$ cat src/rtl/stack_pkg.sv
// Shared types and constants for the stack pointer unit and its address generator.
package stack_pkg;

    typedef enum logic [1:0] {
        SP_IDLE = 2'd0,
        SP_PUSH = 2'd1,
        SP_PULL = 2'd2
    } sp_state_t;

    localparam logic [7:0] STACK_PAGE_DEFAULT = 8'h01;
    localparam logic       OP_PUSH            = 1'b1;
    localparam logic       OP_PULL            = 1'b0;

endpackage

$ cat src/rtl/stack_addr_gen.sv
// Combinational stack address former: page/zero-extension, pull pre-increment and emulation masking.
module stack_addr_gen
    import stack_pkg::*;
#(
    parameter int unsigned SP_WIDTH   = 8,
    parameter int unsigned ADDR_WIDTH = 16,
    parameter logic [7:0]  STACK_PAGE = STACK_PAGE_DEFAULT
) (
    input  logic [SP_WIDTH-1:0]   sp,
    input  logic                  emu_mode,
    input  logic                  pre_inc,
    output logic [ADDR_WIDTH-1:0] addr_c
);

    logic [SP_WIDTH-1:0] sp_eff;
    logic [7:0]          lo_eff;

    // In page mode only the low byte moves, so the increment must not carry into the page.
    always_comb begin
        sp_eff = sp + SP_WIDTH'(pre_inc);
        lo_eff = sp[7:0] + 8'(pre_inc);
        if ((SP_WIDTH == 8) || emu_mode) begin
            addr_c = ADDR_WIDTH'({STACK_PAGE, lo_eff});
        end else begin
            addr_c = ADDR_WIDTH'(sp_eff);
        end
    end

endmodule

$ cat src/rtl/stack_pointer_unit.sv
// Stack pointer register with a multi-beat push/pull sequencer and sticky wrap flags.
module stack_pointer_unit
    import stack_pkg::*;
#(
    parameter int unsigned         SP_WIDTH    = 8,
    parameter int unsigned         ADDR_WIDTH  = 16,
    parameter logic [7:0]          STACK_PAGE  = STACK_PAGE_DEFAULT,
    parameter logic [SP_WIDTH-1:0] RESET_VALUE = SP_WIDTH'(8'hFF),
    parameter int unsigned         MAX_BURST   = 3
) (
    input  logic                  fclk,
    input  logic                  reset,
    input  logic                  sp_reset,
    input  logic                  sp_load,
    input  logic [SP_WIDTH-1:0]   db_in,
    output logic [SP_WIDTH-1:0]   db_out,
    input  logic                  emu_mode,
    input  logic                  op_valid,
    input  logic                  op_push,
    input  logic [1:0]            op_count,
    output logic                  op_ready,
    input  logic                  mem_ready,
    output logic [ADDR_WIDTH-1:0] stack_addr,
    output logic                  stack_we,
    output logic                  stack_re,
    output logic [1:0]            beat_idx,
    output logic                  seq_busy,
    output logic                  seq_done,
    output logic                  ovf_flag,
    output logic                  unf_flag,
    input  logic                  flag_clear
);

    localparam int unsigned         CNT_W   = 2;
    localparam logic [SP_WIDTH-1:0] LO_MASK = SP_WIDTH'(8'hFF);
    localparam logic [SP_WIDTH-1:0] PAGE_HI = SP_WIDTH'({STACK_PAGE, 8'h00});

    sp_state_t           state_q, state_d;
    logic [SP_WIDTH-1:0] sp_q, sp_d;
    logic [CNT_W-1:0]    left_q, left_d;
    logic [CNT_W-1:0]    idx_q, idx_d;
    logic                done_q, done_d;
    logic                ovf_q, ovf_d;
    logic                unf_q, unf_d;

    logic                byte_mode;
    logic [SP_WIDTH-1:0] move_mask;
    logic [SP_WIDTH-1:0] sp_dec;
    logic [SP_WIDTH-1:0] sp_inc;
    logic                wrap_push;
    logic                wrap_pull;
    logic                count_ok;
    logic                ovf_set;
    logic                unf_set;

    // SP arithmetic: in page mode bits above the low byte are left untouched.
    always_comb begin
        byte_mode = (SP_WIDTH == 8) || emu_mode;
        move_mask = byte_mode ? LO_MASK : '1;
        sp_dec    = (sp_q & ~move_mask) | ((sp_q - SP_WIDTH'(1)) & move_mask);
        sp_inc    = (sp_q & ~move_mask) | ((sp_q + SP_WIDTH'(1)) & move_mask);
        wrap_push = (sp_q & move_mask) == '0;
        wrap_pull = (sp_q & move_mask) == move_mask;
        count_ok  = (op_count != '0) && (32'(op_count) <= MAX_BURST);
    end

    always_comb begin
        state_d = state_q;
        sp_d    = sp_q;
        left_d  = left_q;
        idx_d   = idx_q;
        done_d  = 1'b0;
        ovf_set = 1'b0;
        unf_set = 1'b0;

        if (sp_reset) begin
            state_d = SP_IDLE;
            sp_d    = RESET_VALUE;
            left_d  = '0;
            idx_d   = '0;
        end else begin
            case (state_q)
                SP_IDLE: begin
                    if (sp_load) begin
                        sp_d = db_in;
                    end
                    if (op_valid && count_ok) begin
                        state_d = (op_push == OP_PUSH) ? SP_PUSH : SP_PULL;
                        left_d  = op_count;
                        idx_d   = '0;
                    end
                end
                SP_PUSH, SP_PULL: begin
                    if (mem_ready) begin
                        if (state_q == SP_PUSH) begin
                            sp_d    = sp_dec;
                            ovf_set = wrap_push;
                        end else begin
                            sp_d    = sp_inc;
                            unf_set = wrap_pull;
                        end
                        left_d = left_q - CNT_W'(1);
                        idx_d  = idx_q + CNT_W'(1);
                        if (left_q == CNT_W'(1)) begin
                            state_d = SP_IDLE;
                            idx_d   = '0;
                            done_d  = 1'b1;
                        end
                    end
                end
                default: state_d = SP_IDLE;
            endcase
        end

        // Emulation pins the high byte to the stack page on every edge.
        if ((SP_WIDTH > 8) && emu_mode) begin
            sp_d = (sp_d & LO_MASK) | PAGE_HI;
        end

        ovf_d = (ovf_q & ~flag_clear) | ovf_set;
        unf_d = (unf_q & ~flag_clear) | unf_set;
    end

    always_ff @(posedge fclk or posedge reset) begin
        if (reset) begin
            state_q <= SP_IDLE;
            sp_q    <= RESET_VALUE;
            left_q  <= '0;
            idx_q   <= '0;
            done_q  <= 1'b0;
            ovf_q   <= 1'b0;
            unf_q   <= 1'b0;
        end else begin
            state_q <= state_d;
            sp_q    <= sp_d;
            left_q  <= left_d;
            idx_q   <= idx_d;
            done_q  <= done_d;
            ovf_q   <= ovf_d;
            unf_q   <= unf_d;
        end
    end

    stack_addr_gen #(
        .SP_WIDTH  (SP_WIDTH),
        .ADDR_WIDTH(ADDR_WIDTH),
        .STACK_PAGE(STACK_PAGE)
    ) u_addr_gen (
        .sp      (sp_q),
        .emu_mode(emu_mode),
        .pre_inc (state_q == SP_PULL),
        .addr_c  (stack_addr)
    );

    // Strobes decode straight from state so an async reset drops them immediately.
    assign stack_we = (state_q == SP_PUSH);
    assign stack_re = (state_q == SP_PULL);
    assign op_ready = (state_q == SP_IDLE);
    assign seq_busy = (state_q != SP_IDLE);
    assign db_out   = sp_q;
    assign beat_idx = idx_q;
    assign seq_done = done_q;
    assign ovf_flag = ovf_q;
    assign unf_flag = unf_q;

endmodule

$ cat config.mk
export PLATFORM = sky130hd
export DESIGN_NAME = stack_pointer_unit
export DESIGN_NICKNAME = d
export VERILOG_FILES = /design/src/rtl/stack_pkg.sv /design/src/rtl/stack_addr_gen.sv /design/src/rtl/stack_pointer_unit.sv
export SDC_FILE = /design/constraint.sdc
export NUM_CORES = 1
export LEC_CHECK = 0
export ABC_AREA = 0
export BUFFER_PORTS_ARGS = -buffer_cell sky130_fd_sc_hd__buf_2
export CAP_MARGIN = 20
export CORE_ASPECT_RATIO = 1.5
export CORE_MARGIN = 1
export CORE_UTILIZATION = 30
export CTS_CLUSTER_DIAMETER = 120
export CTS_CLUSTER_SIZE = 30
export DETAILED_ROUTE_END_ITERATION = 16
export PLACE_DENSITY = 0.58
export SLEW_MARGIN = 10
export SYNTH_ARGS = -nofsm -noshare
export SYNTH_HDL_FRONTEND = slang
export SYNTH_HIERARCHICAL = 1
export SYNTH_SLANG_ARGS = --single-unit
$ cat constraint.sdc
create_clock -name fclk -period 2.1 [get_ports fclk]
set_clock_uncertainty 0.1 [all_clocks]
set_input_delay 0.42 -clock fclk [delete_from_list [all_inputs] [get_ports fclk]]
set_output_delay 0.42 -clock fclk [all_outputs]
set_load 0.005 [all_outputs]
======== Word-level counts from Yosys, hierarchy flattened ========
Index checks and enable logic that the tools add are counted.
cells by class
  add/sub/neg operators ................... 5
  multiply operators ...................... 0
  divide/modulo/power cells ............... 0
  $lt $le $gt $ge ......................... 0
  equality and inequality tests ........... 8
  shift-type cells ........................ 0
  multiplexer cells ....................... 32
  bitwise operators ....................... 5
  reductions and logical operators ........ 10
operators by type and width
  cell                 count
  $mux 8               4
  $mux 2               12
  $pmux 8 s2           1
  $mux 1               12
  $pmux 2 s2           3
  $ne 3x3->1 const B   3
  $reduce_and 3->1     3
  $add 8x1->8          1
  $add 8x1->8 const B  1
  $eq 8x8->1 const B   1
  $logic_not 8->1      1
  $sub 8x1->8 const B  1
  $eq 2x1->1 const B   2
  $reduce_bool 2->1    2
  $ne 3x2->1 const B   1
  $reduce_bool 3->1    1
  $add 2x1->2 const B  1
  $and 1x1->1          2
  $eq 2x2->1 const B   1
  $logic_not 2->1      1
  $or 1x1->1           2
  $reduce_or 2->1      1
  $sub 2x1->2 const B  1
  $logic_and 1x1->1    1
  $not 1->1            1
storage, ports and cells
  register bits after elaboration ......... 17
  bits in latches ......................... 0
  memory bits (writable) .................. 0
  bits in read-only memories .............. 0
  memories kept ........................... 0

======== Logic depth before layout (Yosys ltp) ========
Gate-level depths: netlist (run 1).
  depth after elaboration ................. 6
  depth in mapped cells ................... 11
  gate-level depth less buffers ........... 9

======== Modules after synthesis ========
The synthesis (run 1) kept the hierarchy.
modules (own cells, without submodules)
  module              times used  cells each  area each (um^2)  sequential area each (um^2)
  stack_pointer_unit  1           164         1,381.3           435.4
  stack_addr_gen      1           26          192.7             0.0

======== Worst setup path after synthesis (run 1) ========
No wires, ideal clock.
  path kind ............................... reg-to-reg
  from .................................... reg state_q[1]
  to ...................................... reg sp_q[4], in the netlist db_out[4]
  library setup time ...................... 0.084 ns
  arrival ................................. 2.104 ns
  slack ................................... -0.188 ns
  cell stages (with the launch flop) ...... 12
  buffers on the path ..................... 2
  path through ............................ dfrtp_1 -> inv_1 -> ha_1 -> buf_2 -> buf_2 -> xor2_1 -> ha_1 -> nand4bb_1 -> nand4_1 -> xnor2_1 -> nor4b_1 -> a311o_1
on the way
  word-level cells in the longest chain between the ends .. 5
RTL lines
  element                 line                       text
  from (decl)             stack_pointer_unit.sv:38   sp_state_t state_q, state_d;
  from (signal assigned)  stack_pointer_unit.sv:134  state_q <= state_d;
  $eq 2x1->1 (*)          -
  via stack_we            stack_pointer_unit.sv:24   output logic stack_we,
  $mux 8                  stack_pointer_unit.sv:95   if (state_q == SP_PUSH) begin
  $mux 8                  stack_pointer_unit.sv:94   if (mem_ready) begin
  $pmux 8 s2              stack_pointer_unit.sv:82   case (state_q)
  $mux 8                  stack_pointer_unit.sv:76   if (sp_reset) begin
  to (signal assigned)    stack_pointer_unit.sv:135  sp_q <= sp_d;
  to (decl)               stack_pointer_unit.sv:39   logic [SP_WIDTH-1:0] sp_q, sp_d;
Mark *: on every way through the listed nets, which the timed path passes. The rest lies on a longest branch. The select of a mux whose other input is x is not followed.
A chain may end at the register's enable or synchronous reset.

======== Final worst setup path (run 1) ========
  from .................................... reg state_q[0]
  to ...................................... reg sp_q[6], in the netlist db_out[6]
on the way
  word-level cells in the longest chain between the ends .. 5
RTL lines
  element     line
  $eq 2x1->1  stack_pointer_unit.sv:82, stack_pointer_unit.sv:95
  $mux 8      stack_pointer_unit.sv:95
  $mux 8      stack_pointer_unit.sv:94
  $pmux 8 s2  stack_pointer_unit.sv:82
  $mux 8      stack_pointer_unit.sv:76
Parallel ways exist; a longest one is shown, timed or not. The select of a mux whose other input is x is not followed.

==> results of run 1 <==
final cells by class:
cell class | instances | area share [%]
clock buffers | 4 | 2.10
inverters | 9 | 1.58
multi-input cells | 151 | 53.0
flip-flops and latches | 17 | 20.9
well taps | 66 | 3.86
repair buffers | 64 | 18.6
stage by stage:
step                      setup WS [ps]  instances  hold WS [ps]
after floorplan                   -17.0        196           240
after global placement            -6.42        302           366
after detailed placement          -33.2        302           367
after CTS                         -5.90        307           183
after global routing               -161        311           224
final                             -66.1        311           168
power by group:
part | switching, µW | internal (µW)
clock | 116 | 135
sequential | 214 | 502
combinational | 1230 | 1340
total | 1560 | 1970
placed cells by master, fill, tap and decap left out, types with 3 or more instances in the layout:
cell	instances
a211o_1	3
a21oi_1	6
a31oi_1	4
and3_1	3
buf_2	42
buf_4	18
buf_6	3
clkbuf_8	3
conb_1	8
dfrtp_1	9
dfstp_2	5
dfstp_4	3
ha_4	5
inv_1	7
mux2i_1	3
nand2_1	12
nand2b_1	6
nand3_1	4
nand4_1	4
nor2_1	12
nor2b_1	4
nor3_1	5
o21ai_0	11
o21ai_1	4
or3_1	6
xnor2_1	4
xor2_1	3
registers in the layout, indices dropped and copies added (netlist names):
register / flops
db_out: 8
beat_idx: 2
left_q: 2
state_q: 2
ovf_flag: 1
seq_done: 1
unf_flag: 1
worst max-delay path, stage by stage (launching register included):
cell       delay (ps)
dfrtp_1           410
buf_6             140
ha_4              160
xor2_2            140
ha_2              200
nand4bb_1          90
nand4_1           170
buf_4             180
a211oi_2          170
buf_4             140
a31oi_1            70
a21boi_1          130
kinds of logic (layout without fill, tap and decap cells):
| family | after synthesis | count (layout) | share of synthesized area, % |
|---|---|---|---|
| AO/OA/AOI/OAI | 47 | 47 | 19.9 |
| XOR/XNOR | 10 | 10 | 5.56 |
| adder cells (fa/ha/maj) | 8 | 8 | 6.36 |
| buffers and inverters | 28 | 77 | 9.70 |
| flip-flops | 17 | 17 | 27.7 |
| multiplexers | 4 | 4 | 2.86 |
| other | 2 | 8 | 0.477 |
| AND/OR/NAND/NOR | 74 | 74 | 27.5 |
timing repair:
action                     4_1_cts  5_1_grt
gates resized for setup         11       15
pin swaps                        2        8
setup endpoints to repair        8       10
setup buffers                    1        4
worst paths after layout:
check,start,to,slack [ps],cells after the start
min,reset,beat_idx[1]$_DFFE_PP0P_,170,2
min reg2reg,left_q[1]$_DFFE_PP0P_,left_q[1]$_DFFE_PP0P_,380,2
max in group asynchronous,reset,state_q[1]$_DFFE_PP0P_,1280,2
min in group fclk,flag_clear,unf_flag$_DFF_PP0_,260,2
max reg2reg,state_q[0]$_DFFE_PP0P_,db_out[6]$_DFFE_PP1P_,-70,11
max,state_q[0]$_DFFE_PP0P_,db_out[6]$_DFFE_PP1P_,-70,11
metal layers:
metal / up-vias / GRT usage (%) / wire, µm
met5: - / 0 / 0
met1: 755 / 18.5 / 1650
met4: 0 / 5.68 / 42
li1: 782 / - / -
met2: 34 / 27.0 / 2380
met3: 4 / 2.44 / 125
==> results.sh, run 1 <==
export IMPL_antenna_found_initial=0
export IMPL_crit_path_end_kind="flip-flop"
export IMPL_synth_most_common_cell="nor2_1"
export IMPL_path_clk_slew_ps=70
export IMPL_synth_edf_count=0
export IMPL_critPathRequiredTime_ps=2190
export IMPL_slew_viol_final=0
export IMPL_wl_um=4190
export IMPL_total_power_uw=3530
export IMPL_fin_nets=273
export IMPL_place_area_um2=1910
export IMPL_postCtsHoldBufs=0
export IMPL_vias=1575
export IMPL_synth_top_cells_by_count="13 x nor2_1, 12 x nand2_1, 12 x o21ai_0"
export IMPL_ios=52
export IMPL_worst_ir_drop_vdd_mv=0.648
export IMPL_rows=31
export IMPL_die_w_um=61.1
export IMPL_grt_pass1_vias=1429
export IMPL_max_freq_ghz=0.462
export IMPL_dr_first_iter_drc_count=37
export IMPL_start_kind="flip-flop"
export IMPL_clock_latency_ps=250
export IMPL_cts_tree="yes"
export IMPL_core_area_um2=4930
export IMPL_dieHeight_um=90.7
export IMPL_synth_avg_cell_area_um2=8.28
export IMPL_cp_max_fo=4
export IMPL_gp_congestion=0.771
export IMPL_powerDensity_nw_per_um2=1650
export IMPL_drtPass1Iterations=4
export IMPL_rsz0062_at_grt="true"
export IMPL_setup_viol=2
export IMPL_grt_max_degree=22
export IMPL_cts_buffer_depth=2
export IMPL_area_growth_pct=36.0
export IMPL_synth_area_leader_cell="dfrtp_1"
export IMPL_cts_buffers=3
export IMPL_drive_gt1_share_pct=40.4
export IMPL_max_cap_violations=0
export IMPL_start_util_pct=32.0
export IMPL_synth_area_leaders="dfrtp_1 14%, dfstp_2 13%, ha_1 6.4%, o21ai_0 3.8%, buf_4 3.8%"
export IMPL_yosys_area_top_type_share_pct=14.3
export IMPL_arrival_ps=2250
export IMPL_min_path_type="input port to async pin"
export IMPL_tightest_slew_ps=703
export IMPL_finalSetupTns_ps=-67.7
export IMPL_overflow=0
export IMPL_io_buffers=42
export IMPL_maxSlewHeadroom_pct=53.1
export IMPL_insertedDiodeCount=0
export IMPL_ys_async_sr_fraction_pct=100
export IMPL_fin_util_pct=43.5
export IMPL_track_usage_pct=15.6
export IMPL_grt_pass1_wl_um=6580
export IMPL_seqCellArea_um2=447
export IMPL_cts_root_buf="clkbuf_8"
export IMPL_htree_levels=1
export IMPL_ys_seq_area_share_pct=27.7
export IMPL_final_hold_viol_count=0
export IMPL_violations="negative setup slack"
export IMPL_clkSinkCount=17
export IMPL_drc=0
export IMPL_design_area_um2=2140
export IMPL_yosysUniqueCellTypes=50
export IMPL_vias_per_cell=5.06
export IMPL_outcome="finished with violations"
export IMPL_yosys_most_used_dff="dfrtp_1"
export IMPL_ant_nets=0
export IMPL_fill_cells=506
export IMPL_synth_seq_cells=17
export IMPL_die_area_um2=5550
export IMPL_wl_per_cell_um=13.5
export IMPL_yosys_warnings=6
export IMPL_crit_type="flip-flop to flip-flop"
export IMPL_multi_input_area_um2=1130
export IMPL_fin_crit_ps=2170
export IMPL_dp_hpwl_um=3110
export IMPL_fin_ws_ps=-66.1
export IMPL_total_leakage_power_uw=0.000923
export IMPL_netlist_area_um2=1570
export IMPL_fin_crit_sh_pct=103
export IMPL_synthCells=190
Note: power is estimated with default switching activity, not from simulation.
==> run 2, diff against run 1 <==
GPL_TIMING_DRIVEN = 0   (was unset)
==> results.sh, run 2 (same netlist as run 1, synthesis figures left out) <==
export IMPL_cts_buffer_depth=2
export IMPL_drive_gt1_share_pct=41.7
export IMPL_cp_max_fo=4
export IMPL_max_cap_violations=0
export IMPL_die_w_um=61.1
export IMPL_busiest_layer="met2"
export IMPL_fin_crit_ps=2190
export IMPL_vias=1629
export IMPL_powerDensity_nw_per_um2=1610
export IMPL_antenna_found_initial=0
export IMPL_rows=31
export IMPL_max_freq_ghz=0.457
export IMPL_p_sw_share_pct=45.7
export IMPL_ios=52
export IMPL_dr_first_iter_drc_count=73
export IMPL_min_path_type="input port to async pin"
export IMPL_net_switching_power_uw=1590
export IMPL_rsz0062_at_grt="true"
export IMPL_dp_cells=304
export IMPL_fin_ws_ps=-88.3
export IMPL_fin_crit_sh_pct=104
export IMPL_power_frac_seq_pct=18.9
export IMPL_rr_worst_depth=10
export IMPL_internal_power_uw=1900
export IMPL_dp_hpwl_um=3170
export IMPL_dieHeight_um=90.7
export IMPL_drtPass1Iterations=4
export IMPL_startpoint="state_q[0]$_DFFE_PP0P_"
export IMPL_wl_um=4270
export IMPL_clkSinkCount=17
export IMPL_critPathRequiredTime_ps=2180
export IMPL_outcome="finished with violations"
export IMPL_finalSetupTns_ps=-140
export IMPL_maxSlewHeadroom_pct=54.2
export IMPL_clkPwrFrac_pct=7.2
export IMPL_pwr_share_comb_pct=74.0
export IMPL_place_area_um2=1920
export IMPL_area_growth_pct=37.4
export IMPL_clock_latency_ps=250
export IMPL_grtUsageMet3_pct=2.01
export IMPL_grt_pass1_vias=1484
export IMPL_start_util_pct=32.0
export IMPL_wl_per_cell_um=13.4
export IMPL_io_buffers=42
export IMPL_insertedDiodeCount=0
export IMPL_cts_root_buf="clkbuf_8"
export IMPL_reg2reg_from="state_q[0]$_DFFE_PP0P_"
export IMPL_crit_path_end_kind="flip-flop"
export IMPL_tightest_slew_ps=686
export IMPL_layout_commonest_cell="buf_2"
export IMPL_track_usage_pct=16.3
export IMPL_largest_reg_flops=8
export IMPL_design_area_um2=2160
export IMPL_die_area_um2=5550
export IMPL_crit_type="flip-flop to flip-flop"
export IMPL_use_met1_pct=19.0
export IMPL_htree_levels=1
export IMPL_use_met2_pct=28.5
export IMPL_drc=0
export IMPL_path_clk_slew_ps=70
export IMPL_postCtsHoldBufs=0
export IMPL_final_hold_viol_count=0
export IMPL_violations="negative setup slack"
export IMPL_grt_pass1_wl_um=6910
export IMPL_post_place_ws_ps=-248
export IMPL_setup_viol=3
export IMPL_stdcell_count=318
export IMPL_grt_max_degree=18
export IMPL_overflow=0
export IMPL_cts_buffers=3
export IMPL_slew_viol_final=0
export IMPL_worst_ir_drop_vdd_mv=0.584
export IMPL_cts_tree="yes"
export IMPL_total_leakage_power_uw=0.000950
export IMPL_core_area_um2=4930
export IMPL_fin_nets=280
export IMPL_mostFrequentLayoutCells="42 x buf_2, 18 x buf_4, 12 x nand2_1, 12 x nor2_1, 11 x o21ai_0"
export IMPL_vias_per_cell=5.12
export IMPL_rrSetupSlack_ps=-90
export IMPL_gp_congestion=0.852
export IMPL_whs_ps=155
export IMPL_ant_nets=0
export IMPL_start_kind="flip-flop"
export IMPL_arrival_ps=2270
## run 2: cell types whose count changed in the layout (fill, tap and decap cells not counted), sizes merged
cell	delta
clkinv	+1
clkbuf	+6
## run 2: metal layers
layer	part of all wire (%)	routed length (µm)	vias to the layer above
met5	0	0	-
met1	38	1630	767
met2	56	2370	58
met3	4.0	169	10
li1	-	-	794
met4	2.2	96	0
## run 2: cell type report
cell class	instances	area [µm²]
clock buffers	3	41.3
clock inverters	1	5.00
flip-flops and latches	17	437
inverters	9	33.8
fillers	501	2760
repair buffers	53	297
multi-input cells	151	1140
plain buffers	18	129
well taps	66	82.6
## run 2: what timing repair did
action	CTS	global route
setup endpoints to repair	14	17
pin swaps	12	4
setup buffers	10	1
gates resized for setup	17	17
## run 2: path summary, 6_finish.rpt
kind,endpoint
hold / removal,seq_done$_DFF_PP0_
min in group fclk,unf_flag$_DFF_PP0_
setup / recovery,db_out[4]$_DFFE_PP1P_
setup reg to reg,db_out[4]$_DFFE_PP1P_
hold reg to reg,left_q[1]$_DFFE_PP0P_
max in group asynchronous,state_q[0]$_DFFE_PP0P_
## run 2: through the flow
stage | util, % | power, µW
finish | 43.9 | 3490
global route | 43.9 | 3800
CTS | 42.7 | 3270
detailed placement | 38.9 | 2770
global placement | 38.9 | 2750
floorplan | - | 2180
## run 2: power by group through the flow
| stage | Sequential [µW] | Combinational [µW] | Clock, µW |
|---|---|---|---|
| after CTS | 657 | 2350 | 259 |
| after floorplan | 637 | 1540 | 0 |
| after global routing | 685 | 2830 | 278 |
| after global placement | 685 | 2070 | 0 |
| after detailed placement | 688 | 2080 | 0 |
| final | 658 | 2580 | 250 |
## run 2: worst max-delay path, cell delays in order, from the launching register on
cell      delay [ps]
dfrtp_2          440
ha_4             180
buf_6            110
xor2_1           150
ha_2             200
nand4b_1         100
nand4_1          150
buf_4            190
xnor2_4          170
nor4b_2           60
a311o_1          270
